$ cat src/rtl/ps2_note_tracker.sv
// PS/2 receiver with a make/break decoder that tracks up to NUM_SLOTS held keys.
// Slot i holds the scan code of one held key; a free slot reads back as 8'hF0.
module ps2_note_tracker #(
    parameter int unsigned NUM_SLOTS      = 4,
    parameter int unsigned TIMEOUT_CYCLES = 5000,
    parameter int unsigned SYNC_STAGES    = 2
) (
    input  logic                   clk,
    input  logic                   reset,
    input  logic                   ps2_clk,
    input  logic                   ps2_data,
    output logic [8*NUM_SLOTS-1:0] notes,
    output logic [NUM_SLOTS-1:0]   note_valid,
    output logic [7:0]             code,
    output logic                   code_strobe,
    output logic                   parity_err,
    output logic                   frame_err,
    output logic                   overflow
);

    localparam int unsigned TW = $clog2(TIMEOUT_CYCLES + 1);

    typedef enum logic [1:0] {IDLE, DATA, PARITY, STOP} state_t;

    logic [SYNC_STAGES-1:0] clk_sync;
    logic [SYNC_STAGES-1:0] data_sync;
    logic                   clk_prev;
    logic                   clk_s;
    logic                   data_s;
    logic                   fall_c;

    state_t        state, state_next;
    logic [2:0]    bit_cnt, bit_cnt_next;
    logic [7:0]    shift, shift_next;
    logic          par, par_next;
    logic [TW-1:0] tmo_cnt, tmo_next;
    logic          byte_ok_c, perr_c, ferr_c;

    logic                 brk, ext;
    logic                 hit_c;
    logic                 free_found_c;
    logic [NUM_SLOTS-1:0] free_oh_c;

    assign clk_s  = clk_sync[SYNC_STAGES-1];
    assign data_s = data_sync[SYNC_STAGES-1];
    assign fall_c = clk_prev & ~clk_s;

    // Synchronizers idle high so reset never manufactures a falling edge
    always_ff @(posedge clk) begin
        if (reset) begin
            clk_sync  <= '1;
            data_sync <= '1;
            clk_prev  <= 1'b1;
        end else begin
            clk_sync  <= {clk_sync[SYNC_STAGES-2:0], ps2_clk};
            data_sync <= {data_sync[SYNC_STAGES-2:0], ps2_data};
            clk_prev  <= clk_s;
        end
    end

    always_ff @(posedge clk) begin
        if (reset) begin
            state   <= IDLE;
            bit_cnt <= '0;
            shift   <= '0;
            par     <= 1'b0;
            tmo_cnt <= '0;
        end else begin
            state   <= state_next;
            bit_cnt <= bit_cnt_next;
            shift   <= shift_next;
            par     <= par_next;
            tmo_cnt <= tmo_next;
        end
    end

    always_comb begin
        state_next   = state;
        bit_cnt_next = bit_cnt;
        shift_next   = shift;
        par_next     = par;
        tmo_next     = tmo_cnt;
        byte_ok_c    = 1'b0;
        perr_c       = 1'b0;
        ferr_c       = 1'b0;

        if (state != IDLE) begin
            tmo_next = fall_c ? '0 : tmo_cnt + TW'(1);
        end

        case (state)
            IDLE: begin
                tmo_next = '0;
                if (fall_c) begin
                    if (!data_s) begin
                        state_next   = DATA;
                        bit_cnt_next = '0;
                    end else begin
                        ferr_c = 1'b1;
                    end
                end
            end
            DATA: begin
                if (fall_c) begin
                    shift_next   = {data_s, shift[7:1]};
                    bit_cnt_next = bit_cnt + 3'd1;
                    if (bit_cnt == 3'd7) begin
                        state_next = PARITY;
                    end
                end
            end
            PARITY: begin
                if (fall_c) begin
                    par_next   = data_s;
                    state_next = STOP;
                end
            end
            STOP: begin
                if (fall_c) begin
                    state_next = IDLE;
                    if (!(^{shift, par})) begin
                        perr_c = 1'b1;
                    end else if (!data_s) begin
                        ferr_c = 1'b1;
                    end else begin
                        byte_ok_c = 1'b1;
                    end
                end
            end
            default: state_next = IDLE;
        endcase

        // A stalled device abandons the partial frame
        if (state != IDLE && !fall_c && tmo_cnt == TW'(TIMEOUT_CYCLES - 1)) begin
            state_next = IDLE;
            tmo_next   = '0;
            ferr_c     = 1'b1;
            perr_c     = 1'b0;
            byte_ok_c  = 1'b0;
        end
    end

    always_ff @(posedge clk) begin
        if (reset) begin
            code        <= 8'h00;
            code_strobe <= 1'b0;
            parity_err  <= 1'b0;
            frame_err   <= 1'b0;
        end else begin
            code_strobe <= byte_ok_c;
            parity_err  <= perr_c;
            frame_err   <= ferr_c;
            if (byte_ok_c) begin
                code <= shift;
            end
        end
    end

    // Lowest free slot and whether the current code is already held
    always_comb begin
        hit_c        = 1'b0;
        free_found_c = 1'b0;
        free_oh_c    = '0;
        for (int i = 0; i < int'(NUM_SLOTS); i++) begin
            if (!note_valid[i] && !free_found_c) begin
                free_found_c = 1'b1;
                free_oh_c[i] = 1'b1;
            end
            if (note_valid[i] && notes[8*i +: 8] == code) begin
                hit_c = 1'b1;
            end
        end
    end

    always_ff @(posedge clk) begin
        if (reset) begin
            notes      <= {NUM_SLOTS{8'hF0}};
            note_valid <= '0;
            brk        <= 1'b0;
            ext        <= 1'b0;
            overflow   <= 1'b0;
        end else begin
            overflow <= 1'b0;
            if (code_strobe) begin
                if (code == 8'hF0) begin
                    brk <= 1'b1;
                end else if (code == 8'hE0) begin
                    ext <= 1'b1;
                end else begin
                    brk <= 1'b0;
                    ext <= 1'b0;
                    if (!ext && brk) begin
                        for (int i = 0; i < int'(NUM_SLOTS); i++) begin
                            if (note_valid[i] && notes[8*i +: 8] == code) begin
                                notes[8*i +: 8] <= 8'hF0;
                                note_valid[i]   <= 1'b0;
                            end
                        end
                    end else if (!ext && !hit_c) begin
                        if (free_found_c) begin
                            for (int i = 0; i < int'(NUM_SLOTS); i++) begin
                                if (free_oh_c[i]) begin
                                    notes[8*i +: 8] <= code;
                                    note_valid[i]   <= 1'b1;
                                end
                            end
                        end else begin
                            overflow <= 1'b1;
                        end
                    end
                end
            end
        end
    end

endmodule

$ cat config.mk
export PLATFORM = sky130hd
export DESIGN_NAME = ps2_note_tracker
export DESIGN_NICKNAME = d
export VERILOG_FILES = /design/src/rtl/ps2_note_tracker.sv
export SDC_FILE = /design/constraint.sdc
export NUM_CORES = 1
export LEC_CHECK = 0
export ABC_CLOCK_PERIOD_IN_PS = 2350
export CAP_MARGIN = 20
export CORE_ASPECT_RATIO = 0.75
export CORE_MARGIN = 1.5
export CORE_UTILIZATION = 45
export CTS_CLUSTER_DIAMETER = 100
export CTS_CLUSTER_SIZE = 8
export DETAILED_ROUTE_END_ITERATION = 12
export GPL_TIMING_DRIVEN = 1
export PLACE_DENSITY = 0.67
export SLEW_MARGIN = 5
export SYNTH_ARGS = -nofsm -noshare
export SYNTH_HDL_FRONTEND = slang
export SYNTH_SLANG_ARGS = --single-unit
$ cat constraint.sdc
create_clock -name clk -period 2.35 [get_ports clk]
set_input_delay 0.705 -clock clk [delete_from_list [all_inputs] [get_ports clk]]
set_output_delay 0.705 -clock clk [all_outputs]
set_load 0.01 [all_outputs]
=== Yosys cells after proc, flatten, opt, wreduce, memory -nomap -nowiden ===
Index checks and enable logic that the tools add are counted.
Widths: inputs -> output; s select.

* Register bits: 82
* Logic and storage cells: 159

* Add/sub/neg operators: 2
* Multiplexer cells: 60
* Reductions and logical operators: 43
* Equal/unequal tests: 23
* Bitwise gates (word level): 8

{| class="wikitable"
|+ Operator list
! cell !! number
|-
| $mux 32 || 3
|-
| $mux 8 || 8
|-
| $mux 1 || 33
|-
| $eq 8x8->1 || 4
|-
| $reduce_and 7->1 || 4
|-
| $eq 8x8->1 const B || 2
|-
| $ne 2x2->1 const B || 7
|-
| $reduce_bool 2->1 || 7
|-
| $add 13x1->13 const B || 1
|-
| $eq 13x13->1 const B || 1
|-
| $mux 13 || 1
|-
| $mux 2 || 6
|-
| $mux 4 || 3
|-
| $reduce_and 6->1 || 2
|-
| $logic_and 1x1->1 || 11
|-
| $ne 2x1->1 const B || 5
|-
| $mux 3 || 3
|-
| $reduce_xor 9->1 || 1
|-
| $logic_not 1->1 || 8
|-
| $pmux 2 s4 || 1
|-
| $reduce_and 2->1 || 4
|-
| $not 1->1 || 7
|-
| $pmux 3 s2 || 1
|-
| $reduce_or 6->1 || 1
|-
| other kinds (11) || 12
|}

=== Longest topological paths before layout ===
Gate-level depths: netlist of the first run.

* Depth after elaboration: 13
* Gate-level depth with buffers: 9
* Gate-level depth less buffers: 7

=== Least setup slack after synthesis of the first run ===
Ideal clock, no wire load.

* Path kind: reg-to-reg
* Start point: register code[7]
* End point: register note_valid[1]
* Path slack: 319 ps
* Setup time: 115 ps
* Clock period less this slack: 2031 ps
* Cell stages (with the launch flop): 9
* Arrival time: 1916 ps
* Path through: dfxtp_1 -> buf_6 -> or3b_1 -> o41ai_2 -> or3_1 -> buf_2 -> nor4_1 -> buf_4 -> o21a_1

* Word-level cells in the longest chain between the ends: 10
* Elaborated cells between the ends (all ways): 21

{| class="wikitable"
|+ Ends and longest elaborated chain
! element !! line !! text
|-
| start, declared || 14 || <nowiki>output logic [7:0] code,</nowiki>
|-
| start signal, assigned || 154 || <nowiki>code <= shift;</nowiki>
|-
| $eq 8x8->1 || 169 || <nowiki>if (note_valid[i] && notes[8*i +: 8] == code) begin</nowiki>
|-
| $logic_and 1x1->1 || 169 ||
|-
| $mux 1 (4 in series) || 169 ||
|-
| $logic_not 1->1 || 199 || <nowiki>end else if (!ext && !hit_c) begin</nowiki>
|-
| $logic_and 1x1->1 || 199 ||
|-
| $reduce_bool 2->1 (no source line) || -- ||
|-
| $reduce_and 7->1 (no source line) (*) || -- ||
|-
| end signal, assigned || 178 || <nowiki>note_valid <= '0;</nowiki>
|-
| end signal, assigned by index || 196 || <nowiki>note_valid[i] <= 1'b0;</nowiki>
|-
| end signal, assigned by index || 204 || <nowiki>note_valid[i] <= 1'b1;</nowiki>
|-
| end, declared || 13 || <nowiki>output logic [NUM_SLOTS-1:0] note_valid,</nowiki>
|}

Mark *: on every way between the ends. The rest lies on a longest branch, timed or not.
A chain may end at the register's enable or synchronous reset.

=== Worst setup path after layout of the first run ===
* Start point: register code[7]
* End point: output code[7]

No word-level cell between the ends.

==> results of run 1 <==
-- sequential cells by signal, indices dropped and copies added, names as in the netlist --
register,count
frame_err,1
clk_prev,1
code_strobe,1
par,1
clk_sync,2
brk,1
parity_err,1
overflow,1
data_sync,2
tmo_cnt,13
notes,32
code,8
shift,8
ext,1
note_valid,4
bit_cnt,3
state,2
-- what timing repair did --
item,4_1_cts,5_1_grt
setup buffers,0,2
endpoints found under the setup margin,12,11
pin swaps,0,1
gates resized for setup,2,5
-- layout make-up --
type	instances	area share, %
Sequential cell	82	33.1
Inverter	6	0.454
Multi-Input combinational cell	319	41.7
Tap cell	105	2.65
Clock inverter	3	0.932
Timing Repair Buffer	85	15.8
Clock buffer	12	5.37
-- stage by stage --
stage               hold WS [ns]  cell area (µm²)  TNS (ns)
detailed placement         0.394             4610    -0.341
global placement           0.396             4610         0
CTS                        0.408             4940         0
finish                     0.407             4960         0
global route               0.434             4960         0
floorplan                  0.389             3850         0
-- path summary, 6_finish.rpt --
check | start | to
setup / recovery | code[7]$_SDFFE_PP0P_ | code[7]
hold reg to reg | clk_sync[0]$_SDFF_PP1_ | clk_sync[1]$_SDFF_PP1_
hold / removal | clk_sync[0]$_SDFF_PP1_ | clk_sync[1]$_SDFF_PP1_
setup reg to reg | code[3]$_SDFFE_PP0P_ | notes[13]$_SDFFE_PP1P_
-- logic make-up after synthesis --
logic type	synth area share, %
compound gates	8.69
xor+xnor	12.0
fa+ha+maj	2.28
buf+inv	4.10
flops	42.7
mux	6.77
simple gates	23.5
-- layer usage --
| layer | track usage (%) | share of wire, % | vias up |
|---|---|---|---|
| met2 | 30.4 | 41 | 88 |
| met1 | 34.1 | 52 | 1508 |
| met4 | 4.37 | 0.93 | 0 |
| met3 | 7.14 | 6.9 | 9 |
| li1 | - | - | 1600 |
| met5 | 0 | 0 | - |
-- layout by cell type (no fill, tap or decap), types with 7 or more instances in the layout --
cell type        count
dfxtp_1             79
nor2_1              53
clkdlybuf4s50_1     51
nand2_1             44
xnor2_1             43
buf_4               32
mux2i_1             26
nand3_1             25
a21oi_1             23
o21ai_0             16
clkbuf_16            9
nor3_1               8
nand2b_1             8
nand4_1              7
xor2_1               7
ha_1                 7
-- worst max-delay path, delay by kind of cell, from the launching register on --
kind / cells / cell delay [ns]
DFF: 1 / 0.49
buffers and inverters: 2 / 0.72
-- power by group --
group	switching (µW)	internal, µW
combinational	105	57.5
clock	556	907
sequential	10.2	1400
==> results.toml, run 1 <==
[outcome]
status = "complete, no violations"

[drt]
routed_via_density = 5.24
drt-pass1-iter-count = 5
detail-route-antenna-nets = 0
vias = 3205
drtIter0Drc = 199
wl_per_cell_um = 15.6
wirelength_um = 9560
drc_errors = 0

[yosys]
synthTopCellsByArea = "dfxtp_1 43%, xnor2_1 9.8%, mux2i_1 6.8%, nor2_1 5.2%, nand2_1 4.3%"
syn_nets = 440
synth_top_area_share_pct = 42.7
synth_largest_area_cell = "dfxtp_1"
synth_area_um2 = 3850
yosysMostFrequentCell = "dfxtp_1"
synthArstFlopShare_pct = 0
ys_seq_area_share_pct = 42.7
synth_edf_count = 0
synthTopCellsByCount = "82 x dfxtp_1, 53 x nor2_1, 44 x nand2_1"
ys.flop_type = "dfxtp_1"
syn_inst = 429
yosysWarningCount = 0
syn_avg_cell_area_um2 = 8.97
ys_ff_latch = 82
synth_cell_types = 43

[clock_network]
clock-root-buffer = "clkbuf_16"
clock_latency_ns = 0.34
path_clk_slew_ns = 0.06
hold_buffers = 0
clock-sinks = 82
htree_levels = 3
cts_buffers = 9
cts_tree = "built"
cts_buffer_depth = 2

[sta]
rsz0062_at_grt = "no"
clock_skew_ns = 0.0107
post-route-period-util_pct = 95.9
fmax_mhz = 444
setup_slack_ns = 0.0968
setup_viol = 0
report.final.slew_viol_count = 0
slew_headroom_pct = 63.4
finalHoldViolations = 0
worst_pin_slew_ns = 0.549
period_needed_ns = 2.25

[cells_and_area]
nets = 514
area.growth.synth_to_final_pct = 29.1
fin_cells = 612
fillers = 721
multiInputGateArea_um2 = 2070
regArea_um2 = 1650
final_core_util_pct = 61.3
antenna_cells = 0
drive_gt1_share_pct = 13.6

[critical_path]
cpPeakStageDelay_ns = 0.53
r2r_slack_ns = 0.15
required_ns = 1.64
cpMaxStageDelayCell = "clkdlybuf4s50_1"
reg2reg_depth = 9
path_max_fanout = 7
cp-end-kind = "output port"
cp.arrival_ns = 1.55
crit_chain = "buf_4 -> clkdlybuf4s50_1"
cp-start-kind = "register"
worstSetupPathType = "register to output port"

[global_route]
grt_usage_pct = 22.3
grt_max_degree = 23
grt.overflow.total = 0
antenna_found_initial = 0
grt_pass1_vias = 3024
grt_pass1_wl_um = 15700

[die]
design.die.area_um2 = 9120
die_y_um = 83.1
io_pins = 52
die_width_um = 110
start_util_pct = 47.5
placementRows = 28
core_um2 = 8090

[worst_hold_path]
whs_path_depth = 1
hold_path_class = "register to register"

[placed_design]
dp.cells = 595
place.gp.congestion = 0.883
dp_slack_ns = -0.0604
hpwl_um = 7100
port_buffers = 51

[job]
cap_violations = 0

[power_and_ir_drop]
p_total_uw = 3040
p_per_area_nw_per_um2 = 612
leakagePower_uw = 0.00170
ir_worst_vdd_mv = 0.519
(Power assumes the default switching activity.)
==> inputs of run 2 (changes only) <==
==> constraint.sdc (replaced) <==
create_clock -name clk -period 2.35 [get_ports clk]
set_input_delay 0.705 -clock clk [delete_from_list [all_inputs] [get_ports clk]]
set_output_delay 0.705 -clock clk [all_outputs]
set_load 0.05 [all_outputs]
==> results.toml, run 2 (same netlist as run 1, synthesis figures left out) <==
[sta]
setup-tns-final_ns = 0
period_needed_ns = 2.30
fmax_mhz = 434
report.final.slew_viol_count = 0
post-route-period-util_pct = 98.0
worst_pin_slew_ns = 0.687
setup_viol = 0
clock_skew_ns = 0.00930
slew_headroom_pct = 54.0
finalHoldViolations = 0
rsz0062_at_grt = "yes"

[critical_path]
worstSetupPathType = "register to output port"
cp-start-kind = "register"
path_max_fanout = 6
required_ns = 1.64
cp.arrival_ns = 1.60
crit_chain = "clkdlybuf4s50_1"
path_buf_inv = 1
cpMaxStageDelayCell = "clkdlybuf4s50_1"
r2r_start = "code[7]$_SDFFE_PP0P_"
cpPeakStageDelay_ns = 0.84
path_delay_family = "buffers and inverters"
critPathLaunch = "note_valid[1]$_SDFFE_PP0P_"
cp-end-kind = "output port"

[power_and_ir_drop]
p_sw_share_pct = 24.2
power_frac_comb_pct = 5.5
p_sw_uw = 694
p_per_area_nw_per_um2 = 600
ir_worst_vdd_mv = 0.345
p_total_uw = 2870
internal_power_uw = 2180
clkPwrFrac_pct = 45.3
leakagePower_uw = 0.00167
power_frac_seq_pct = 49.2

[drt]
detail-route-antenna-nets = 0
wl_per_cell_um = 15.6
routed_via_density = 5.24
wl_met2_um = 3770
highest_layer = "met4"
drtIter0Drc = 164
drc_errors = 0
drt-pass1-iter-count = 5
routedLengthMet1_um = 4900
dr_wl_met3_um = 552
wirelength_um = 9340
vias = 3132

[placed_design]
place.gp.congestion = 0.859
port_buffers = 51
hpwl_um = 6900
dp.cells = 581
dpl_cell_area_um2 = 4470

[cells_and_area]
fin_cells = 598
area.growth.synth_to_final_pct = 24.4
antenna_cells = 0
reg_top3 = "notes: 32 flops, tmo_cnt: 13 flops"
finalInstanceArea_um2 = 4790
drive_gt1_share_pct = 12.2
nets = 499
largest_reg_flops = 32
final_cell_mix = "80 x dfxtp_1, 53 x nor2_1, 44 x nand2_1"
fillers = 694
final_common_cell = "dfxtp_1"
regMostFlops = "notes"

[die]
io_pins = 52
start_util_pct = 47.5
placementRows = 28
design.die.area_um2 = 9120
die_y_um = 83.1
die_width_um = 110
core_um2 = 8090

[clock_network]
clock_latency_ns = 0.34
cts_buffers = 9
clock-root-buffer = "clkbuf_16"
cts_tree = "built"
cts_buffer_depth = 2
hold_buffers = 0
path_clk_slew_ns = 0.06
htree_levels = 3
clock-sinks = 82

[global_route]
grt_pass1_vias = 2991
grt_max_degree = 29
antenna_found_initial = 0
grt.overflow.total = 0
grt_pass1_wl_um = 15300
grt_usage_pct = 21.7

[worst_hold_path]
hold_path_startpoint = "clk_sync[0]$_SDFF_PP1_"
hold_path_class = "register to register"

[job]
cap_violations = 0

[outcome]
status = "complete, no violations"
==> run 2: changes by cell type in the layout (fill, tap and decap cells not counted), moves of 2 or more <==
cell	previous run	this run
dlymetal6s2s_1	0	3
clkbuf_8	3	0
buf_4	32	27
clkinvlp_4	1	3
clkdlybuf4s50_1	51	38
clkbuf_1	0	2
==> run 2: final timing paths <==
path,endpoint,slack [ns],cells after the start
worst max-delay path,note_valid[1],0.05,1
worst min-delay path,clk_sync[1]$_SDFF_PP1_,0.41,1
worst max register to register,notes[8]$_SDFFE_PP0P_,0.07,7
worst min register to register,clk_sync[1]$_SDFF_PP1_,0.41,1
==> run 2: power groups by stage <==
stage          clock, µW  sequential [µW]  combinational [µW]
2_1_floorplan          0             1440                 112
3_3_place_gp           0             1440                 151
3_5_place_dp           0             1440                 155
4_1_cts             1320             1410                 155
5_1_grt             1370             1410                 175
6_report            1300             1410                 157
==> run 2: per-layer routing <==
metal | vias to the layer above | GRT usage [%]
met4 | 0 | 6.49
met5 | - | 0
met3 | 11 | 5.73
met2 | 77 | 30.0
met1 | 1468 | 32.5
li1 | 1576 | -
==> run 2: area by class of cell <==
class,count,area (µm²),area share (%)
Tap cell,105,131,2.75
Multi-Input combinational cell,319,2070,43.2
Timing Repair Buffer,70,649,13.6
Sequential cell,82,1640,34.4
Clock inverter,5,40.0,0.837
Clock buffer,11,233,4.86
Inverter,6,22.5,0.471
==> run 2: timing repair <==
item                       4_1_cts  5_1_grt
buffers inserted                 0        1
cloned                           0        0
setup endpoints to repair        1       28
resized for setup                1        5
==> run 2: metrics by stage <==
step                      worst slack, ns  hold WS, ns  utilization (%)
after floorplan                   0.00762        0.389                -
after global placement              0.102        0.395             55.3
after detailed placement           0.0495        0.398             55.3
after CTS                         0.00857        0.416             58.6
after global routing               -0.104        0.441             59.1
final                              0.0464        0.412             59.1
==> inputs of run 3 (changes only) <==
--- a/config.mk
+++ b/config.mk
@@ -15,6 +15,7 @@
 export DETAILED_ROUTE_END_ITERATION = 12
 export GPL_TIMING_DRIVEN = 1
 export PLACE_DENSITY = 0.67
+export SETUP_SLACK_MARGIN = 0.4
 export SLEW_MARGIN = 5
 export SYNTH_ARGS = -nofsm -noshare
 export SYNTH_HDL_FRONTEND = slang
==> results.toml, run 3 (same netlist as run 1, synthesis figures left out) <==
[worst_hold_path]
hold_path_class = "register to register"

[drt]
wl_per_cell_um = 16.6
drtIter0Drc = 226
drc_errors = 0
vias = 3333
detail-route-antenna-nets = 0
routed_via_density = 5.30
wirelength_um = 10500
drt-pass1-iter-count = 4

[cells_and_area]
area.growth.synth_to_final_pct = 40.7
fin_cells = 629
drive_gt1_share_pct = 32.8
regMostFlops = "notes"
final_common_cell = "nor2_1"
nets = 530
final_cell_mix = "51 x nor2_1, 43 x dfxtp_1, 41 x nand2_1"
antenna_cells = 0
reg_top3 = "notes: 32 flops, tmo_cnt: 13 flops"
largest_reg_flops = 32

[global_route]
grt_max_degree = 48
grt.overflow.total = 0
grt_usage_pct = 23.9
antenna_found_initial = 0
grt_pass1_wl_um = 16700
grt_pass1_vias = 3266

[clock_network]
cts_buffers = 9
htree_levels = 3
clock-sinks = 82
clock_latency_ns = 0.34
cts_tree = "built"
clock-root-buffer = "clkbuf_16"
path_clk_slew_ns = 0.06
cts_buffer_depth = 2
hold_buffers = 0

[job]
cap_violations = 0

[critical_path]
cp-start-kind = "register"
worstSetupPathType = "register to register"
cp-end-kind = "register"
required_ns = 2.60
cp.arrival_ns = 2.40
path_max_fanout = 8

[power_and_ir_drop]
ir_worst_vdd_mv = 0.325
leakagePower_uw = 0.00194
p_total_uw = 3120
p_per_area_nw_per_um2 = 576

[sta]
hold_slack_ns = 0.408
post-route-period-util_pct = 91.2
clock_skew_ns = 0.00804
rsz0062_at_grt = "yes"
slew_headroom_pct = 63.4
setup_slack_ns = 0.206
setup-tns-final_ns = 0
report.final.slew_viol_count = 0
period_needed_ns = 2.14
setup_viol = 0
finalHoldViolations = 0
fmax_mhz = 466
worst_pin_slew_ns = 0.549

[placed_design]
port_buffers = 51
hpwl_um = 6690
dp_slack_ns = 0.0159
dp.cells = 585
place.gp.congestion = 0.906

[die]
die_width_um = 110
io_pins = 52
placementRows = 28
die_y_um = 83.1
start_util_pct = 47.5
design.die.area_um2 = 9120
core_um2 = 8090

[outcome]
status = "complete, no violations"
[run 3: stage by stage]
stage / util [%] / cell area [µm²]
floorplan: - / 3930
global placement: 56.9 / 4610
detailed placement: 56.9 / 4610
CTS: 64.9 / 5250
global route: 66.9 / 5410
finish: 66.9 / 5410
[run 3: final timing paths]
kind | slack (ns) | endpoint | cells past startpoint | startpoint
worst max-delay path | 0.21 | notes[2]$_SDFFE_PP0P_ | 9 | code[7]$_SDFFE_PP0P_
worst min register to register | 0.41 | data_sync[1]$_SDFF_PP1_ | 1 | data_sync[0]$_SDFF_PP1_
worst min-delay path | 0.41 | data_sync[1]$_SDFF_PP1_ | 1 | data_sync[0]$_SDFF_PP1_
worst max register to register | 0.21 | notes[2]$_SDFFE_PP0P_ | 9 | code[7]$_SDFFE_PP0P_
[run 3: metal layers]
| metal | vias to the layer above | global-route usage (%) | part of all wire, % |
|---|---|---|---|
| met5 | - | 0 | 0 |
| met3 | 23 | 7.54 | 7.2 |
| met4 | 0 | 7.91 | 2.3 |
| met2 | 104 | 33.8 | 43 |
| met1 | 1562 | 34.0 | 47 |
| li1 | 1644 | - | - |
[run 3: repair_timing]
item,4_1_cts,5_1_grt
endpoints found under the setup margin,87,79
pin swaps,13,9
setup buffers,19,7
resized for setup,110,53
gates cloned,1,1
hold endpoints to repair,0,0
[run 3: power by group]
group          total [µW]  internal, µW  switching, µW  leakage (µW)
combinational         183          72.7            111       0.00111
sequential           1400          1390           10.2      0.000671
clock                1530           973            557      0.000163
total                3120          2440            678       0.00194
[run 3: final cells by class]
class | instances | area, µm²
multi-input cells | 319 | 2250
well taps | 105 | 131
repair buffers | 101 | 958
clock buffers | 13 | 292
flip-flops and latches | 82 | 1710
fillers | 656 | 2680
inverters | 6 | 22.5
clock inverters | 3 | 42.5
[run 3: critical path, stage by stage, from the launching register on]
cell     delay (ns)
dfxtp_4        0.37
or3b_4         0.25
o41ai_4        0.07
buf_4          0.15
buf_6          0.10
or3_4          0.42
buf_6          0.14
nor4_4         0.18
buf_12         0.18
mux2i_1        0.20
